### config.mk
export PLATFORM = sky130hd
export DESIGN_NAME = modulo_multiplexador_display
export DESIGN_NICKNAME = d
export VERILOG_FILES = /design/src/rtl/modulo_multiplexador_display.sv
export SDC_FILE = /design/constraint.sdc
export NUM_CORES = 1
export LEC_CHECK = 0
export ABC_AREA = 1
export BUFFER_PORTS_ARGS = -buffer_cell sky130_fd_sc_hd__clkbuf_2
export CORE_UTILIZATION = 40
export CTS_BUF_LIST = sky130_fd_sc_hd__clkbuf_16
export DETAILED_ROUTE_END_ITERATION = 12
export GPL_TIMING_DRIVEN = 0
export PLACE_DENSITY = 0.66
export SETUP_SLACK_MARGIN = 0.2
export SLEW_MARGIN = 20
export SYNTH_ARGS = -nofsm -noshare
export SYNTH_HDL_FRONTEND = slang
export SYNTH_SLANG_ARGS = --single-unit
### constraint.sdc
create_clock -name clk -period 2.05 [get_ports clk]
set_clock_uncertainty 0.1 [all_clocks]
set_input_delay 0.3075 -clock clk [delete_from_list [all_inputs] [get_ports clk]]
set_output_delay 0.3075 -clock clk [all_outputs]
set_load 0.01 [all_outputs]
### src/rtl/modulo_multiplexador_display.sv
// Purpose : time-multiplexes N_DIGITS BCD digits onto one common-anode 7-segment bus.
// Latency : tick_in rise seen by the scan FSM two clk edges later; an/seg/dp are registered and change together.
// Backpress: none; ticks arriving while blanking are dropped, enable=0 darkens the display on the next edge.
//
// Ports:
//   clk      system clock, rising edge
//   clr      asynchronous active-low reset
//   tick_in  scan rate from the divider (clk_div), sampled as data through a 2-FF synchronizer
//   enable   1 = scan, 0 = display dark
//   digits   BCD digits, digit i at [4i+3:4i], digit 0 least significant
//   dp_in    decimal point per digit, 1 = lit
//   an       anode selects, active-low, one-hot-low while showing
//   seg      {g,f,e,d,c,b,a}, active-low
//   dp       decimal point, active-low
//   scan_idx index of the digit currently selected
//
// Build option: LEADING_ZERO_BLANK_EN blanks the segments of leading zero digits (digit 0 never blanked).

module modulo_multiplexador_display #(
  parameter int N_DIGITS     = 4,
  parameter int BLANK_CYCLES = 4
) (
  input  logic                  clk,
  input  logic                  clr,
  input  logic                  tick_in,
  input  logic                  enable,
  input  logic [4*N_DIGITS-1:0] digits,
  input  logic [N_DIGITS-1:0]   dp_in,
  output logic [N_DIGITS-1:0]   an,
  output logic [6:0]            seg,
  output logic                  dp,
  output logic [2:0]            scan_idx
);

  typedef enum logic [1:0] {IDLE, BLANK, SHOW} state_t;

  // Counter load on BLANK entry; BLANK then lasts exactly BLANK_CYCLES cycles.
  localparam logic [7:0] BLANK_LOAD = (BLANK_CYCLES == 0) ? 8'd0 : 8'(BLANK_CYCLES - 1);
  localparam logic [2:0] LAST_IDX   = 3'(N_DIGITS - 1);
  localparam logic [6:0] SEG_OFF    = 7'h7F;

  logic sync1, sync2, prev;
  logic scan_tick;

  state_t                state, state_nx;
  logic [2:0]            idx_nx;
  logic [7:0]            cnt, cnt_nx;
  logic [4*N_DIGITS-1:0] snap, snap_nx;
  logic [N_DIGITS-1:0]   snap_dp, snap_dp_nx;

  logic [3:0]            cur_bcd;
  logic                  cur_dp;
  logic                  cur_blank;
  logic [N_DIGITS-1:0]   an_nx;
  logic [6:0]            seg_nx;
  logic                  dp_nx;

  // Only a rising edge of the synchronized tick counts; held levels do nothing.
  assign scan_tick = sync2 & ~prev;

  function automatic logic [6:0] bcd_to_seg(input logic [3:0] bcd);
    case (bcd)
      4'd0:    bcd_to_seg = 7'b1000000;
      4'd1:    bcd_to_seg = 7'b1111001;
      4'd2:    bcd_to_seg = 7'b0100100;
      4'd3:    bcd_to_seg = 7'b0110000;
      4'd4:    bcd_to_seg = 7'b0011001;
      4'd5:    bcd_to_seg = 7'b0010010;
      4'd6:    bcd_to_seg = 7'b0000010;
      4'd7:    bcd_to_seg = 7'b1111000;
      4'd8:    bcd_to_seg = 7'b0000000;
      4'd9:    bcd_to_seg = 7'b0010000;
      default: bcd_to_seg = 7'b0111111;
    endcase
  endfunction

  // Next-state logic. enable=0 wins over any tick.
  always_comb begin
    state_nx   = state;
    idx_nx     = scan_idx;
    cnt_nx     = cnt;
    snap_nx    = snap;
    snap_dp_nx = snap_dp;
    if (!enable) begin
      state_nx = IDLE;
      idx_nx   = '0;
    end else begin
      case (state)
        IDLE: begin
          if (scan_tick) begin
            snap_nx    = digits;
            snap_dp_nx = dp_in;
            idx_nx     = '0;
            state_nx   = (BLANK_CYCLES == 0) ? SHOW : BLANK;
            cnt_nx     = BLANK_LOAD;
          end
        end
        BLANK: begin
          // Ticks are ignored here on purpose.
          if (cnt == 8'd0) state_nx = SHOW;
          else             cnt_nx   = cnt - 8'd1;
        end
        SHOW: begin
          if (scan_tick) begin
            if (scan_idx == LAST_IDX) begin
              // Frame boundary: only here may new digit values enter.
              idx_nx     = '0;
              snap_nx    = digits;
              snap_dp_nx = dp_in;
            end else begin
              idx_nx = scan_idx + 3'd1;
            end
            state_nx = (BLANK_CYCLES == 0) ? SHOW : BLANK;
            cnt_nx   = BLANK_LOAD;
          end
        end
        default: state_nx = IDLE;
      endcase
    end
  end

`ifdef LEADING_ZERO_BLANK_EN
  // lead_zero[i]: digit i and every higher digit of the next snapshot are zero.
  logic [N_DIGITS-1:0] lead_zero;
  always_comb begin
    lead_zero = '0;
    lead_zero[N_DIGITS-1] = (snap_nx[4*N_DIGITS-1 -: 4] == 4'd0);
    for (int i = N_DIGITS - 2; i >= 0; i--) begin
      lead_zero[i] = lead_zero[i+1] & (snap_nx[4*i +: 4] == 4'd0);
    end
    lead_zero[0] = 1'b0;
  end
`endif

  // Outputs are decoded from the next-state view so an, seg and dp all
  // switch on the same edge as the state they belong to.
  always_comb begin
    cur_bcd   = '0;
    cur_dp    = 1'b0;
    cur_blank = 1'b0;
    an_nx     = '1;
    for (int i = 0; i < N_DIGITS; i++) begin
      if (idx_nx == 3'(i)) begin
        cur_bcd = snap_nx[4*i +: 4];
        cur_dp  = snap_dp_nx[i];
`ifdef LEADING_ZERO_BLANK_EN
        cur_blank = lead_zero[i];
`endif
        if (state_nx == SHOW) an_nx[i] = 1'b0;
      end
    end
    if (state_nx == SHOW) begin
      seg_nx = cur_blank ? SEG_OFF : bcd_to_seg(cur_bcd);
      dp_nx  = ~cur_dp;
    end else begin
      seg_nx = SEG_OFF;
      dp_nx  = 1'b1;
    end
  end

  always_ff @(posedge clk or negedge clr) begin
    if (!clr) begin
      sync1    <= 1'b0;
      sync2    <= 1'b0;
      prev     <= 1'b0;
      state    <= IDLE;
      scan_idx <= '0;
      cnt      <= '0;
      snap     <= '0;
      snap_dp  <= '0;
      an       <= '1;
      seg      <= SEG_OFF;
      dp       <= 1'b1;
    end else begin
      sync1    <= tick_in;
      sync2    <= sync1;
      prev     <= sync2;
      state    <= state_nx;
      scan_idx <= idx_nx;
      cnt      <= cnt_nx;
      snap     <= snap_nx;
      snap_dp  <= snap_dp_nx;
      an       <= an_nx;
      seg      <= seg_nx;
      dp       <= dp_nx;
    end
  end

endmodule
# Yosys cells after proc, flatten, opt, wreduce, memory -nomap -nowiden
# Memories as Yosys holds them, arrays and structs flattened.
# Index checks and enable logic that the tools add are counted.
[word_totals] ff_bits=48 input_bits=24 romBits=112 memories=1
[memory_table] name="(no name shown)" words=16 width=7 read_ports=1 rd_clocked_by_memory_dff=0 wr=0 line="62" text="case (bcd)"
[classes] reduce_logical=6 n_eq_ne=9 n_bitwise=3 mux=37 n_addsub=2
[op_table] op="$mux 16" count=4
[op_table] op="$mux 4" count=8
[op_table] op="$pmux 16 s2" count=1
[op_table] op="$mux 8" count=2
[op_table] op="$pmux 8 s2" count=1
[op_table] op="$mux 3" count=4
[op_table] op="$mux 1" count=10
[op_table] op="$eq 3x2->1 const B" count=3
[op_table] op="$logic_not 8->1" count=1
[op_table] op="$pmux 4 s2" count=1
[op_table] op="$sub 8x1->8 const B" count=1
[op_table] op="$mux 7" count=1
[op_table] op="$mux 2" count=3
[op_table] op="$pmux 3 s2" count=1
[op_table] op="$eq 2x2->1 const B" count=2
[op_table] op="$pmux 2 s2" count=1
[op_table] op="$reduce_and 4->1" count=1
[op_table] op="$add 3x1->3 const B" count=1
[op_table] op="$eq 3x1->1 const B" count=1
[op_table] op="$logic_not 3->1" count=1
[op_table] op="$eq 2x1->1 const B" count=1
[op_table] op="$logic_not 2->1" count=1
[op_table] op="$ne 2x1->1 const B" count=1
[op_table] op="$ne 2x2->1 const B" count=1
[op_table] op="other kinds (4)" count=5

# Logic depth before layout (Yosys ltp)
[depth] word_depth=12 ltp_mapped=19 ltp_nobuf=18

# Worst setup path after synthesis
# No wires, ideal clock.
[synth_timing] path_type="reg2reg" start="reg scan_idx[0]" end="reg seg[0]" synth_period_minus_slack_ns=2.283 t_arrival_ns=2.096 stages_incl_launch_ff=19 setup_slack_ns=-0.233 cell_sequence="dfrtp_1 ha_1 inv_2 nor2_8 nor2_4 nand2_1 nand2_2 clkinv_1 nor2_4 inv_2 nor2_1 nor2_1 nand2_1 inv_1 ha_1 inv_1 nand2_1 nand3_1 nand3_1"
[synth_via] elab_chain_len=12 elab_cells_between_ends=21 cone_classes="add/sub: 1; eq/ne: 4; mux: 14; reduce/logical: 1; memory: 1"
[synth_lines] item="start: declaration" line="32" text="output logic [2:0] scan_idx"
[synth_lines] item="start signal: assignment" line="179" text="scan_idx <= idx_nx;"
[synth_lines] item="$add 3x1->3 or $eq 3x2->1 (tied branches)" line="111, 105"
[synth_lines] item="$mux 3" line="105" text="if (scan_idx == LAST_IDX) begin"
[synth_lines] item="$mux 3" line="104" text="if (scan_tick) begin"
[synth_lines] item="$pmux 3 s2" line="88" text="case (state)"
[synth_lines] item="$mux 3" line="84" text="if (!enable) begin"
[synth_lines] item="$logic_not 3->1" line="143" text="if (idx_nx == 3'(i)) begin"
[synth_lines] item="$mux 4 (3 in a row)" line="143"
[synth_lines] item="$mux 4 (*)" line="143"
[synth_lines] item="$mem_v2 16x7 (*)"
[synth_lines] item="$mux 7 (*)" line="152" text="if (state_nx == SHOW) begin"
[synth_lines] item="named net seg_nx[0]" line="55" text="logic [6:0] seg_nx;"
[synth_lines] item="end signal: assignment" line="184" text="seg <= seg_nx;"
[synth_lines] item="end: declaration" line="30" text="output logic [6:0] seg,"
# Mark *: on every way through the listed nets, which the timed path passes. The rest lies on a longest branch.
# A chain may end at the register's enable or synchronous reset.

# Final worst setup path
[layout_timing] start="reg scan_idx[0]" end="reg seg[6]"
[layout_via] elab_cells_between_ends=21 cone_classes="add/sub: 1; eq/ne: 4; mux: 14; reduce/logical: 1; memory: 1"
[layout_lines] item="$eq 3x2->1" line="105"
[layout_lines] item="$mux 16" line="105"
[layout_lines] item="$mux 16" line="104"
[layout_lines] item="$pmux 16 s2" line="88"
[layout_lines] item="$mux 16" line="84"
[layout_lines] item="named net snap_nx[9]" line="48" text="logic [4*N_DIGITS-1:0] snap, snap_nx;"
[layout_lines] item="$mux 4 (2 in a row)" line="143"
[layout_lines] item="$mem_v2 16x7"
[layout_lines] item="$mux 7" line="152"
[layout_lines] item="named net seg_nx[6]" line="55"
# The timed path passes the listed nets, and every way through them passes these cells.

==> impl_metrics.json <==
{
  "min_path_type": "primary input to flip-flop",
  "clockBufferDepth": 2,
  "ys.flop_type": "dfrtp_1",
  "dp_hpwl_mm": 5.63,
  "hold_viol": 0,
  "n_fill_cell": 732,
  "drive_gt1_share_pct": 45.1,
  "cp.arrival_ns": 2.48,
  "grt_max_degree": 49,
  "fin_crit_sh_pct": 114,
  "finalSetupViolations": 7,
  "layout_setup_ws_ns": -0.294,
  "failed_checks": "setup timing",
  "endpoint_kind": "flip-flop",
  "globalRoute.totalOverflow": 0,
  "clk_latency_ns": 0.29,
  "fmax_mhz": 427,
  "start_util_pct": 41.7,
  "root_buffer": "clkbuf_16",
  "syn_avg_cell_area_sq_um": 7.32,
  "p_leak_nw": 2.15,
  "finalCriticalPeriod_ns": 2.34,
  "antenna_found_initial": 0,
  "gp_congestion": 0.809,
  "cts_sinks": 48,
  "finalNonFillerCells": 627,
  "cp_max_fo": 5,
  "rsz0062_at_grt": "true",
  "cts_max_level": 2,
  "syn2layout_area_growth_pct": 36.3,
  "ir_worst_vdd_v": 0.000502,
  "cts_buffers": 5,
  "grtUsageTotal_pct": 21.0,
  "drc": 0,
  "ys_types": 37,
  "cap_violations": 0,
  "r2r-start": "scan_idx[0]",
  "cp_num_buf_inv": 5,
  "grt_pass1_wl_mm": 14.1,
  "cp_top_family": "simple AND/OR/NAND/NOR gates",
  "synth_nets": 474,
  "cts_tree": "yes",
  "fp.dieW_um": 92.0,
  "cp-start-kind": "flip-flop",
  "die-area_sq_um": 8460,
  "startpoint": "scan_idx[0]",
  "async_reset_ff_share_pct": 100,
  "ioPinCount": 39,
  "vias_per_cell": 4.94,
  "ys_seq_elements": 48,
  "portBuffers": 38,
  "path_cells": "ha_4 > inv_4 > nor2_8 > nand2_4 > buf_6 > buf_12 > nand2_4 > nand3_2 > nand2_1 > nand2_1 > nand2_2 > nand2_2 > nand4_1 > buf_4 > buf_4 > nand2_2 > nand3_2 > nand2_1",
  "yosysSeqAreaShare_pct": 37.6,
  "drtIter0Drc": 137,
  "ant_nets": 0,
  "coreArea_sq_um": 7770,
  "postLayoutCoreUtil_pct": 56.8,
  "synth.cell_area_sq_um": 3240,
  "slew_headroom_pct": 56.4,
  "critPathKind": "flip-flop to flip-flop",
  "r2r_slack_ns": -0.29,
  "synth_top_cell_by_area": "dfrtp_1",
  "die-height_um": 92.0,
  "worst_pin_slew_ns": 0.654,
  "whs_ns": 0.0263,
  "yosys_warnings": 0,
  "yosys-top-cells-count": "162 x nand2_1, 42 x inv_1, 37 x nor2_1",
  "drv_slew": 0,
  "place_inst": 582,
  "netlist_instances": 442,
  "path_clk_slew_ns": 0.07,
  "synth_most_common_cell": "nand2_1",
  "synth_top_area_share_pct": 27.8,
  "final_area_sq_um": 4410,
  "required_ns": 2.18,
  "routedWlPerCell_um": 13.8,
  "place_area_sq_um": 3580,
  "synth_edf_count": 0,
  "cpPeakStageDelay_ns": 0.43,
  "dr_total_vias": 3096,
  "rows": 32,
  "firstDrtPassIters": 5,
  "wirelength_mm": 8.63,
  "grt_pass1_vias": 3039,
  "powerDensity_nw_per_um2": 674,
  "num_antenna_cells": 0,
  "synthTopCellsByArea": "dfrtp_1 28%, nand2_1 19%, dfstp_2 9.7%",
  "slowest_stage": "dfrtp_2",
  "layout.nets": 556,
  "min_from": "tick_in",
  "status": "complete, but fails checks"
}
layout make-up:
class                           count  area (sq um)  share of cell area, %
Multi-Input combinational cell    324          2040                   46.2
Timing Repair Buffer               75           508                   11.5
Clock buffer                        5           125                   2.84
Clock inverter                      3          38.8                  0.879
Inverter                           55           218                   4.93
Tap cell                          102           128                   2.89
Sequential cell                    48          1220                   27.7
Buffer                             15           134                   3.03
final timing paths:
check,to,cells past startpoint
min in group asynchronous,snap[4],2
max in group asynchronous,prev,2
hold / removal,sync1,1
hold reg to reg,sync2,0
setup reg to reg,seg[6],18
setup / recovery,seg[6],18
state kept, by name (all words and copies together) (netlist names):
signal,count
an,4
cnt,8
dp,1
prev,1
scan_idx,3
seg,7
snap,16
snap_dp,4
state,2
sync1,1
sync2,1
cells in the final DEF, fill, tap and decap left out, types with 2 or more instances in the layout:
| master | n |
|---|---|
| a21oi_2 | 2 |
| o211ai_1 | 16 |
| buf_6 | 11 |
| o21ai_1 | 3 |
| nor2_2 | 10 |
| nand2_4 | 8 |
| nand4_1 | 2 |
| inv_1 | 35 |
| dfrtp_2 | 5 |
| clkbuf_2 | 39 |
| nor2_1 | 25 |
| nand2_2 | 37 |
| clkinv_2 | 2 |
| a21oi_1 | 8 |
| buf_2 | 2 |
| o211ai_2 | 4 |
| nand2_1 | 134 |
| o221ai_1 | 3 |
| ha_4 | 5 |
| buf_12 | 2 |
| nand3_4 | 2 |
| nor2_4 | 10 |
| dfrtp_1 | 31 |
| dfstp_2 | 12 |
| ha_2 | 2 |
| xor2_1 | 2 |
| nand3_1 | 24 |
| nor2_8 | 2 |
| clkbuf_4 | 2 |
| inv_4 | 4 |
| inv_2 | 16 |
| nand3_2 | 11 |
| buf_4 | 33 |
| clkbuf_16 | 5 |
| a21oi_4 | 2 |
timing repair:
| item | 4_1_cts | 5_1_grt |
|---|---|---|
| buffers inserted | 23 | 12 |
| hold endpoints to repair | 4 | 0 |
| pin swaps | 37 | 38 |
| hold buffers | 1 | 0 |
| cloned | 1 | 0 |
| endpoints found under the setup margin | 19 | 23 |
| gates resized for setup | 54 | 58 |
layer usage:
layer / track usage, % / routed length (um) / vias up
met5: 0 / 0 / -
met4: 7.68 / 156 / 0
met3: 3.23 / 323 / 12
met2: 35.9 / 4410 / 66
met1: 26.8 / 3750 / 1460
li1: - / - / 1558
power breakdown:
part	internal (W)	switching, W	total, W
combinational	0.000353	0.000574	0.000928
sequential	0.00106	0.0000616	0.00112
clock	0.000569	0.000355	0.000925
cell families (layout without fill, tap and decap cells):
| logic type | Yosys count | count (layout) | share of synthesized area, % |
|---|---|---|---|
| simple gates | 270 | 270 | 38.4 |
| buf+inv | 70 | 153 | 9.97 |
| flops | 48 | 48 | 37.6 |
| compound gates | 44 | 44 | 10.4 |
| fa+ha+maj | 8 | 8 | 3.09 |
| xor+xnor | 2 | 2 | 0.541 |
worst register-to-register path: cells and delay by family, from the launching register on:
family / cells / cell delay, ns
flip-flops: 1 / 0.43
adder cells (fa/ha/maj): 1 / 0.18
AND/OR/NAND/NOR: 12 / 0.94
buffers and inverters: 5 / 0.64
stage by stage:
| stage | setup slack, ns | TNS, ns | total power, W |
|---|---|---|---|
| floorplan | -0.121 | -0.602 | 0.00165 |
| global placement | -0.332 | -1.95 | 0.00181 |
| detailed placement | -0.346 | -2.14 | 0.00184 |
| CTS | -0.242 | -1.54 | 0.00286 |
| global route | -0.428 | -2.72 | 0.00315 |
| finish | -0.294 | -1.87 | 0.00297 |
(Power assumes the default switching activity.)
